$ cat src/rtl/usb_fs_tx_pkt_fmt_if.sv
// Byte-level tx path bundle: protocol-engine side (pid/payload/status) and serializer side (byte stream).
// master = packet formatter, slave = the engine/serializer environment around it.
interface usb_fs_tx_pkt_fmt_if;
    logic       link_reset_i;
    logic       tx_pkt_start_i;
    logic [3:0] tx_pid_i;
    logic       tx_data_avail_i;
    logic       tx_data_get_o;
    logic [7:0] tx_data_i;
    logic       tx_pkt_end_o;
    logic       tx_start_err_o;
    logic       tx_abort_o;
    logic       byte_valid_o;
    logic [7:0] byte_o;
    logic       byte_sop_o;
    logic       byte_eop_o;
    logic       byte_ready_i;
    logic       ser_done_i;
    logic       crc_err_o;

    modport master (
        input  link_reset_i, tx_pkt_start_i, tx_pid_i, tx_data_avail_i, tx_data_i,
               byte_ready_i, ser_done_i,
        output tx_data_get_o, tx_pkt_end_o, tx_start_err_o, tx_abort_o,
               byte_valid_o, byte_o, byte_sop_o, byte_eop_o, crc_err_o
    );

    modport slave (
        output link_reset_i, tx_pkt_start_i, tx_pid_i, tx_data_avail_i, tx_data_i,
               byte_ready_i, ser_done_i,
        input  tx_data_get_o, tx_pkt_end_o, tx_start_err_o, tx_abort_o,
               byte_valid_o, byte_o, byte_sop_o, byte_eop_o, crc_err_o
    );
endinterface

$ cat src/rtl/usb_fs_tx_pkt_fmt.sv
// USB FS tx packet formatter: PID + payload + CRC16 bytes to the serializer (USBDEV_TX_CRC_CHECK_EN adds a CRC self-check).
// Latency: first byte valid one cycle after tx_pkt_start_i; payload gets spaced >= GetGapCyc cycles.
// Backpressure: byte_o/sop/eop held while byte_valid_o && !byte_ready_i; no payload fetch while a byte is pending.
module usb_fs_tx_pkt_fmt #(
    parameter int MaxPktSizeByte = 64,
    parameter int GetGapCyc      = 3
) (
    input logic                 clk_48mhz_i,
    input logic                 rst_i,
    usb_fs_tx_pkt_fmt_if.master bus
);
    localparam int PktCntW = $clog2(MaxPktSizeByte + 1);
    localparam int GapW    = (GetGapCyc > 1) ? $clog2(GetGapCyc) : 1;

    typedef enum logic [2:0] {
        StIdle, StPid, StData, StCrcLo, StCrcHi, StWaitDone
    } state_e;

    state_e             state_q;
    logic [3:0]         pid_q;
    logic [15:0]        crc_q;
    logic [PktCntW-1:0] cnt_q;
    logic [GapW-1:0]    gap_q;
    logic               valid_q, sop_q, eop_q;
    logic [7:0]         byte_q;
    logic               get_q, end_q, start_err_q, abort_q;
    logic               xfer;

    // Reflected CRC16 (0xA001), LSB of the byte first.
    function automatic logic [15:0] crc16_upd(input logic [15:0] c, input logic [7:0] d);
        logic [15:0] r;
        r = c;
        for (int i = 0; i < 8; i++) begin
            r = (r[0] ^ d[i]) ? ((r >> 1) ^ 16'hA001) : (r >> 1);
        end
        return r;
    endfunction

    assign xfer = valid_q && bus.byte_ready_i;

    always_ff @(posedge clk_48mhz_i) begin
        if (rst_i) begin
            state_q     <= StIdle;
            pid_q       <= '0;
            crc_q       <= 16'hFFFF;
            cnt_q       <= '0;
            gap_q       <= '0;
            valid_q     <= 1'b0;
            sop_q       <= 1'b0;
            eop_q       <= 1'b0;
            byte_q      <= '0;
            get_q       <= 1'b0;
            end_q       <= 1'b0;
            start_err_q <= 1'b0;
            abort_q     <= 1'b0;
        end else begin
            get_q       <= 1'b0;
            end_q       <= 1'b0;
            start_err_q <= 1'b0;
            abort_q     <= 1'b0;
            if (gap_q != '0) gap_q <= gap_q - GapW'(1);

            if (state_q != StIdle && bus.link_reset_i) begin
                state_q <= StIdle;
                valid_q <= 1'b0;
                sop_q   <= 1'b0;
                eop_q   <= 1'b0;
                gap_q   <= '0;
                abort_q <= 1'b1;
            end else begin
                if (state_q != StIdle && bus.tx_pkt_start_i) start_err_q <= 1'b1;
                unique case (state_q)
                    StIdle: if (bus.tx_pkt_start_i) begin
                        pid_q   <= bus.tx_pid_i;
                        crc_q   <= 16'hFFFF;
                        cnt_q   <= '0;
                        gap_q   <= '0;
                        valid_q <= 1'b1;
                        byte_q  <= {~bus.tx_pid_i, bus.tx_pid_i};
                        sop_q   <= 1'b1;
                        eop_q   <= (bus.tx_pid_i[1:0] != 2'b11);
                        state_q <= StPid;
                    end
                    StPid: if (xfer) begin
                        valid_q <= 1'b0;
                        sop_q   <= 1'b0;
                        eop_q   <= 1'b0;
                        state_q <= (pid_q[1:0] == 2'b11) ? StData : StWaitDone;
                    end
                    StData: begin
                        if (valid_q) begin
                            if (xfer) valid_q <= 1'b0;
                        end else if (gap_q == '0) begin
                            if (bus.tx_data_avail_i && cnt_q < PktCntW'(MaxPktSizeByte)) begin
                                byte_q  <= bus.tx_data_i;
                                valid_q <= 1'b1;
                                get_q   <= 1'b1;
                                crc_q   <= crc16_upd(crc_q, bus.tx_data_i);
                                cnt_q   <= cnt_q + PktCntW'(1);
                                gap_q   <= GapW'(GetGapCyc - 1);
                            end else begin
                                byte_q  <= ~crc_q[7:0];
                                valid_q <= 1'b1;
                                state_q <= StCrcLo;
                            end
                        end
                    end
                    StCrcLo: if (xfer) begin
                        byte_q  <= ~crc_q[15:8];
                        eop_q   <= 1'b1;
                        state_q <= StCrcHi;
                    end
                    StCrcHi: if (xfer) begin
                        valid_q <= 1'b0;
                        eop_q   <= 1'b0;
                        state_q <= StWaitDone;
                    end
                    StWaitDone: if (bus.ser_done_i) begin
                        end_q   <= 1'b1;
                        state_q <= StIdle;
                    end
                    default: state_q <= StIdle;
                endcase
            end
        end
    end

    assign bus.tx_data_get_o  = get_q;
    assign bus.tx_pkt_end_o   = end_q;
    assign bus.tx_start_err_o = start_err_q;
    assign bus.tx_abort_o     = abort_q;
    assign bus.byte_valid_o   = valid_q;
    assign bus.byte_o         = byte_q;
    assign bus.byte_sop_o     = sop_q;
    assign bus.byte_eop_o     = eop_q;

`ifdef USBDEV_TX_CRC_CHECK_EN
    // Re-runs the CRC over what actually left; a good packet leaves the USB residue.
    logic [15:0] chk_q;
    logic        crc_err_q;

    always_ff @(posedge clk_48mhz_i) begin
        if (rst_i) begin
            chk_q     <= 16'hFFFF;
            crc_err_q <= 1'b0;
        end else begin
            crc_err_q <= 1'b0;
            if (xfer && !bus.link_reset_i) begin
                unique case (state_q)
                    StPid:   chk_q <= 16'hFFFF;
                    StData:  chk_q <= crc16_upd(chk_q, byte_q);
                    StCrcLo: chk_q <= crc16_upd(chk_q, byte_q);
                    StCrcHi: crc_err_q <= (crc16_upd(chk_q, byte_q) != 16'hB001);
                    default: chk_q <= chk_q;
                endcase
            end
        end
    end

    assign bus.crc_err_o = crc_err_q;
`else
    assign bus.crc_err_o = 1'b0;
`endif
endmodule

$ cat src/flat_wrapper.sv
// flat-port wrapper written by rule: the top's interface ports become plain ports
module usb_fs_tx_pkt_fmt_flat 
#(
    parameter int MaxPktSizeByte = 64,
    parameter int GetGapCyc      = 3
)
  (clk_48mhz_i, rst_i, bus_link_reset_i, bus_tx_pkt_start_i, bus_tx_pid_i, bus_tx_data_avail_i, bus_tx_data_i, bus_byte_ready_i, bus_ser_done_i, bus_tx_data_get_o, bus_tx_pkt_end_o, bus_tx_start_err_o, bus_tx_abort_o, bus_byte_valid_o, bus_byte_o, bus_byte_sop_o, bus_byte_eop_o, bus_crc_err_o);
  usb_fs_tx_pkt_fmt_if bus_i ();
  input logic clk_48mhz_i;
  input logic rst_i;
  input wire logic [$bits(bus_i.link_reset_i)-1:0] bus_link_reset_i;
  input wire logic [$bits(bus_i.tx_pkt_start_i)-1:0] bus_tx_pkt_start_i;
  input wire logic [$bits(bus_i.tx_pid_i)-1:0] bus_tx_pid_i;
  input wire logic [$bits(bus_i.tx_data_avail_i)-1:0] bus_tx_data_avail_i;
  input wire logic [$bits(bus_i.tx_data_i)-1:0] bus_tx_data_i;
  input wire logic [$bits(bus_i.byte_ready_i)-1:0] bus_byte_ready_i;
  input wire logic [$bits(bus_i.ser_done_i)-1:0] bus_ser_done_i;
  output wire logic [$bits(bus_i.tx_data_get_o)-1:0] bus_tx_data_get_o;
  output wire logic [$bits(bus_i.tx_pkt_end_o)-1:0] bus_tx_pkt_end_o;
  output wire logic [$bits(bus_i.tx_start_err_o)-1:0] bus_tx_start_err_o;
  output wire logic [$bits(bus_i.tx_abort_o)-1:0] bus_tx_abort_o;
  output wire logic [$bits(bus_i.byte_valid_o)-1:0] bus_byte_valid_o;
  output wire logic [$bits(bus_i.byte_o)-1:0] bus_byte_o;
  output wire logic [$bits(bus_i.byte_sop_o)-1:0] bus_byte_sop_o;
  output wire logic [$bits(bus_i.byte_eop_o)-1:0] bus_byte_eop_o;
  output wire logic [$bits(bus_i.crc_err_o)-1:0] bus_crc_err_o;
  assign bus_i.link_reset_i = bus_link_reset_i;
  assign bus_i.tx_pkt_start_i = bus_tx_pkt_start_i;
  assign bus_i.tx_pid_i = bus_tx_pid_i;
  assign bus_i.tx_data_avail_i = bus_tx_data_avail_i;
  assign bus_i.tx_data_i = bus_tx_data_i;
  assign bus_i.byte_ready_i = bus_byte_ready_i;
  assign bus_i.ser_done_i = bus_ser_done_i;
  assign bus_tx_data_get_o = bus_i.tx_data_get_o;
  assign bus_tx_pkt_end_o = bus_i.tx_pkt_end_o;
  assign bus_tx_start_err_o = bus_i.tx_start_err_o;
  assign bus_tx_abort_o = bus_i.tx_abort_o;
  assign bus_byte_valid_o = bus_i.byte_valid_o;
  assign bus_byte_o = bus_i.byte_o;
  assign bus_byte_sop_o = bus_i.byte_sop_o;
  assign bus_byte_eop_o = bus_i.byte_eop_o;
  assign bus_crc_err_o = bus_i.crc_err_o;
  usb_fs_tx_pkt_fmt #(.MaxPktSizeByte(MaxPktSizeByte), .GetGapCyc(GetGapCyc)) u_core (.clk_48mhz_i(clk_48mhz_i), .rst_i(rst_i), .bus(bus_i));
endmodule
$ cat config.mk
export PLATFORM = sky130hd
export DESIGN_NAME = usb_fs_tx_pkt_fmt_flat
export DESIGN_NICKNAME = d
export VERILOG_FILES = /design/src/rtl/usb_fs_tx_pkt_fmt_if.sv /design/src/rtl/usb_fs_tx_pkt_fmt.sv /design/src/flat_wrapper.sv
export SDC_FILE = /design/constraint.sdc
export NUM_CORES = 1
export LEC_CHECK = 0
export CORE_ASPECT_RATIO = 1.2
export CORE_MARGIN = 2
export CORE_UTILIZATION = 35
export DETAILED_ROUTE_END_ITERATION = 12
export PLACE_DENSITY = 0.65
export SLEW_MARGIN = 20
export SYNTH_ARGS = -nofsm -noshare
export SYNTH_HDL_FRONTEND = slang
export SYNTH_SLANG_ARGS = --single-unit
$ cat constraint.sdc
create_clock -name clk_48mhz_i -period 5.7 [get_ports clk_48mhz_i]
set_clock_uncertainty 0.1 [all_clocks]
set_input_delay 0.855 -clock clk_48mhz_i [delete_from_list [all_inputs] [get_ports clk_48mhz_i]]
set_output_delay 0.855 -clock clk_48mhz_i [all_outputs]
set_load 0.05 [all_outputs]
==> flow_results.org <==
** Final layout
- Synth-to-layout area growth :: 18.67%
- The final layout contains between 300 and 400 nets.
- The finished layout holds around 400 standard cells, fillers aside.
- Footprint of the multi-input gates :: between 0.001 and 0.0015 mm²
- FF/Latch Area :: ~900 µm²
- Utilization of the core after routing :: 42.18%
- Ratio of cells with drive above 1 in the final layout :: approximately 5.6%
- Filler cell count in the final layout :: 650
- The repair_antennas step left the layout with diodes totalling 0.

** Logic synthesis
- The synthesized netlist contains 50 unique library cells.
- Synthesis produced a netlist whose cell count is about 280.
- Seq/Total Area, Yosys :: between 30% and 40%
- After synthesis the netlist holds a flip-flop and latch count of 45.
- The cell area that synthesis handed to floorplanning was approximately 0.0024 mm².
- Count of yosys warnings during synthesis :: 0
- The top cell type by area accounts for a little under two fifths of the synthesized area.
- Syn nets :: 304
- Counting flops with an async set or reset pin after synthesis yields a share of 0%.
- Summed over all instances, the cell type with the most area after synthesis is dfxtp_1.
- Most area-consuming cells after synthesis :: dfxtp_1 38%, xnor2_1 5.9%, nor2_1 5.8%
- In the synthesized netlist the dominant register cell turns out to be dfxtp_1.
- Number of flops mapped to enable cells by yosys :: 0
- Commonest cells in the synthesized netlist :: 45 x dfxtp_1, 37 x nor2_1, 23 x nand2_1
- dfxtp_1 is the most common cell in the netlist.
- A synthesized cell averages 8.424 µm².

** Clock tree
- The longest clock path from root to sink contains 2 buffers.
- TritonCTS built the clock tree.
- After clock tree synthesis, the flow added hold-fix buffers numbering 0.
- Clock latency on the worst-skew pair :: approximately 0.30 ns
- Post-CTS setup buffers :: 0
- Number of H-tree levels :: 2
- Quantity of gates resized following cts :: 0
- Clk pin slew, worst setup/hold paths :: 0.08 ns
- CTS placed an instance of clkbuf_8 at the clock tree root.
- Clock buffer count from CTS :: 5
- Number of clock sinks seen by CTS :: 45

** Die
- Area of the die :: about 0.0075 mm²
- Row generation in the floorplan step produced 33 rows.
- The die is 79.47 µm wide.
- The core region is slightly below 0.007 mm².
- Number of top-level pins :: 35
- The initial utilization of the core area, before any placement, comes to a little over a third.
- The die is between 90 and 100 µm tall.

** Global routing
- The via count of the first global-routing pass came to ~2000.
- Global routing finished with a remaining overflow of 0.
- Wire length of the first global-routing pass :: between 9000 and 10000 µm
- Maximum number of pins on one net before global-route repair :: 35
- Overall global routing resource usage :: around 16%
- Number of antenna violations at the first check in global routing :: 0

** Timing
- Min Tclk post-route :: roughly 3.4 ns
- Setup repair after global routing left no endpoint under its margin.
- Final hold violations :: 0
- Final setup fails :: 0
- Setup TNS Final :: 0 ns
- For the pin with the worst max-slew slack, the measured transition is approximately 1.0 ns.
- Measured against its own limit, the worst slew margin works out to approximately 32%.
- The number of slew-limit violations in the final report was 0.
- Of the available clock period, the critical path in the final layout requires ~60%.
- Maximum clock frequency :: ~0.3 GHz

** Detailed routing
- After detailed routing, the number of remaining DRC violations is 0.
- The detail route stage leaves a number of antenna-violating nets equal to 0.
- Total vias in the final route :: just over 2000
- The final layout contains routed wiring with a total length of between 5000 and 6000 µm.
- Number of optimization iterations in the first detailed-route pass :: 4
- Final routed wire length divided by cell count :: ~14 µm
- For this block, the initial DRC count from the detailed router was around 130.
- Post-detailed-route via-to-cell ratio :: between 5 and 6

** Critical path
- Type of origin of the critical path :: input port
- Arrival time at the worst endpoint :: around 3.4 ns
- CP endpoint kind :: flip-flop
- The critical path is of the input port to flip-flop type.
- Of all nets on the critical path, the largest fanout is 19.
- Required time of the critical path :: roughly 5.8 ns

** Worst hold path
- Hold Crit Class :: flip-flop to flip-flop

** Pwr
- Maximum VDD drop :: roughly 0.18 mV
- In this run the static leakage power is 0.001095 µW.
- Total power density per cell area :: approximately 340 mW/mm²

** Place
- Once detailed placement completed, the half-perimeter wirelength came to just over 4000 µm.
- Counting tap cells, the placed design contains a total of 383 instances.
- I/O Buffers :: 33
- Weighted congestion at the end of routability-driven global placement :: 0.8255

** Status
- Outcome :: finished, final reports clean

** Run
- Across the run, the number of max-cap violations was 0.
==> final timing paths <==
kind                                       start                                 to  slack [ns]  depth (start not counted)
setup / recovery             bus_tx_data_avail_i       u_core.crc_q[9]$_SDFFE_PP1P_        2.35                          6
hold / removal        u_core.gap_q[0]$_SDFF_PP0_         u_core.gap_q[0]$_SDFF_PP0_        0.37                          1
hold reg to reg       u_core.gap_q[0]$_SDFF_PP0_         u_core.gap_q[0]$_SDFF_PP0_        0.37                          1
setup reg to reg  u_core.state_q[0]$_SDFFE_PP0P_  u_core.bus.byte_o[6]$_SDFFE_PP0P_        3.11                          5
==> cell families (layout without fill, tap and decap cells) <==
kind of cell    count (synthesis)  count (layout)  share of synthesized area [%]
flops                          45              45                          37.66
buf+inv                        22              41                          4.184
fa+ha+maj                       2               2                         0.9414
xor+xnor                       27              27                          11.04
other cells                     1               1                         0.1568
simple gates                  117             117                          25.05
compound gates                 67              67                          19.72
mux                             3               3                          1.255
==> routing by layer <==
metal  vias to the layer above  global-route usage (%)  share of wire (%)
li1                       1038                       -                  -
met1                       979                   21.07                 46
met2                        48                   26.05                 49
met3                         5                   3.442                4.6
met4                         0                   4.023               0.82
met5                         -                       0                  0
==> worst max-delay path, cell delays in order <==
cell and delay [ns]:
clkdlybuf4s50_1 0.54, nor2b_1 0.74, a32o_1 0.45, nand2_1 0.44, nor3b_1 0.32, o21bai_1 0.08
==> sequential cells by signal, summed over array words and instances, names as in the netlist, 2 cells and up <==
register and cells:
u_core.pid_q 2, u_core.gap_q 2, u_core.state_q 3, u_core.cnt_q 7, u_core.crc_q 16, u_core.bus.byte_o 8
==> metrics by stage <==
step | area [µm²] | hold slack (ns) | setup WS, ns | power [µW]
4_1_cts | 2839 | 0.3753 | 2.356 | 967.9
3_5_place_dp | 2735 | 0.3632 | 2.036 | 732.7
3_3_place_gp | 2735 | 0.3565 | 2.169 | 729.7
5_1_grt | 2839 | 0.4062 | 2.041 | 1014
2_1_floorplan | 2392 | 0.3392 | 3.424 | 651.5
6_report | 2839 | 0.3728 | 2.346 | 959.3
==> placed cells by master, fill, tap and decap left out, drive strengths merged, types with 4 or more instances in the layout <==
cell type / synthesis / final
o21ai: 12 / 12
a22oi: 4 / 4
xnor2: 16 / 16
o21bai: 6 / 6
a211o: 5 / 5
xor2: 9 / 9
nor3: 18 / 18
a21oi: 19 / 19
a211oi: 7 / 7
nand3: 9 / 9
nand3b: 4 / 4
nor2b: 5 / 5
clkbuf: 14 / 5
o211a: 4 / 4
nand2: 23 / 23
clkdlybuf4s50: 0 / 33
dfxtp: 45 / 45
nor2: 37 / 37
==> where the power goes <==
| part | total [µW] | internal [µW] | switching [µW] |
|---|---|---|---|
| registers | 390 | 347 | 43.1 |
| logic | 336 | 143 | 193 |
| clock network | 234 | 127 | 106 |
| total | 959 | 617 | 342 |
==> layout make-up <==
class | count | share of cell area [%]
multi-input combinational | 217 | 49.01
sequential | 45 | 31.73
timing repair buffer | 33 | 11.64
tap | 87 | 3.834
clock buffer | 5 | 2.424
clock inverter | 2 | 1.234
inverter | 1 | 0.1322
Power figures use the tool's default switching activity.
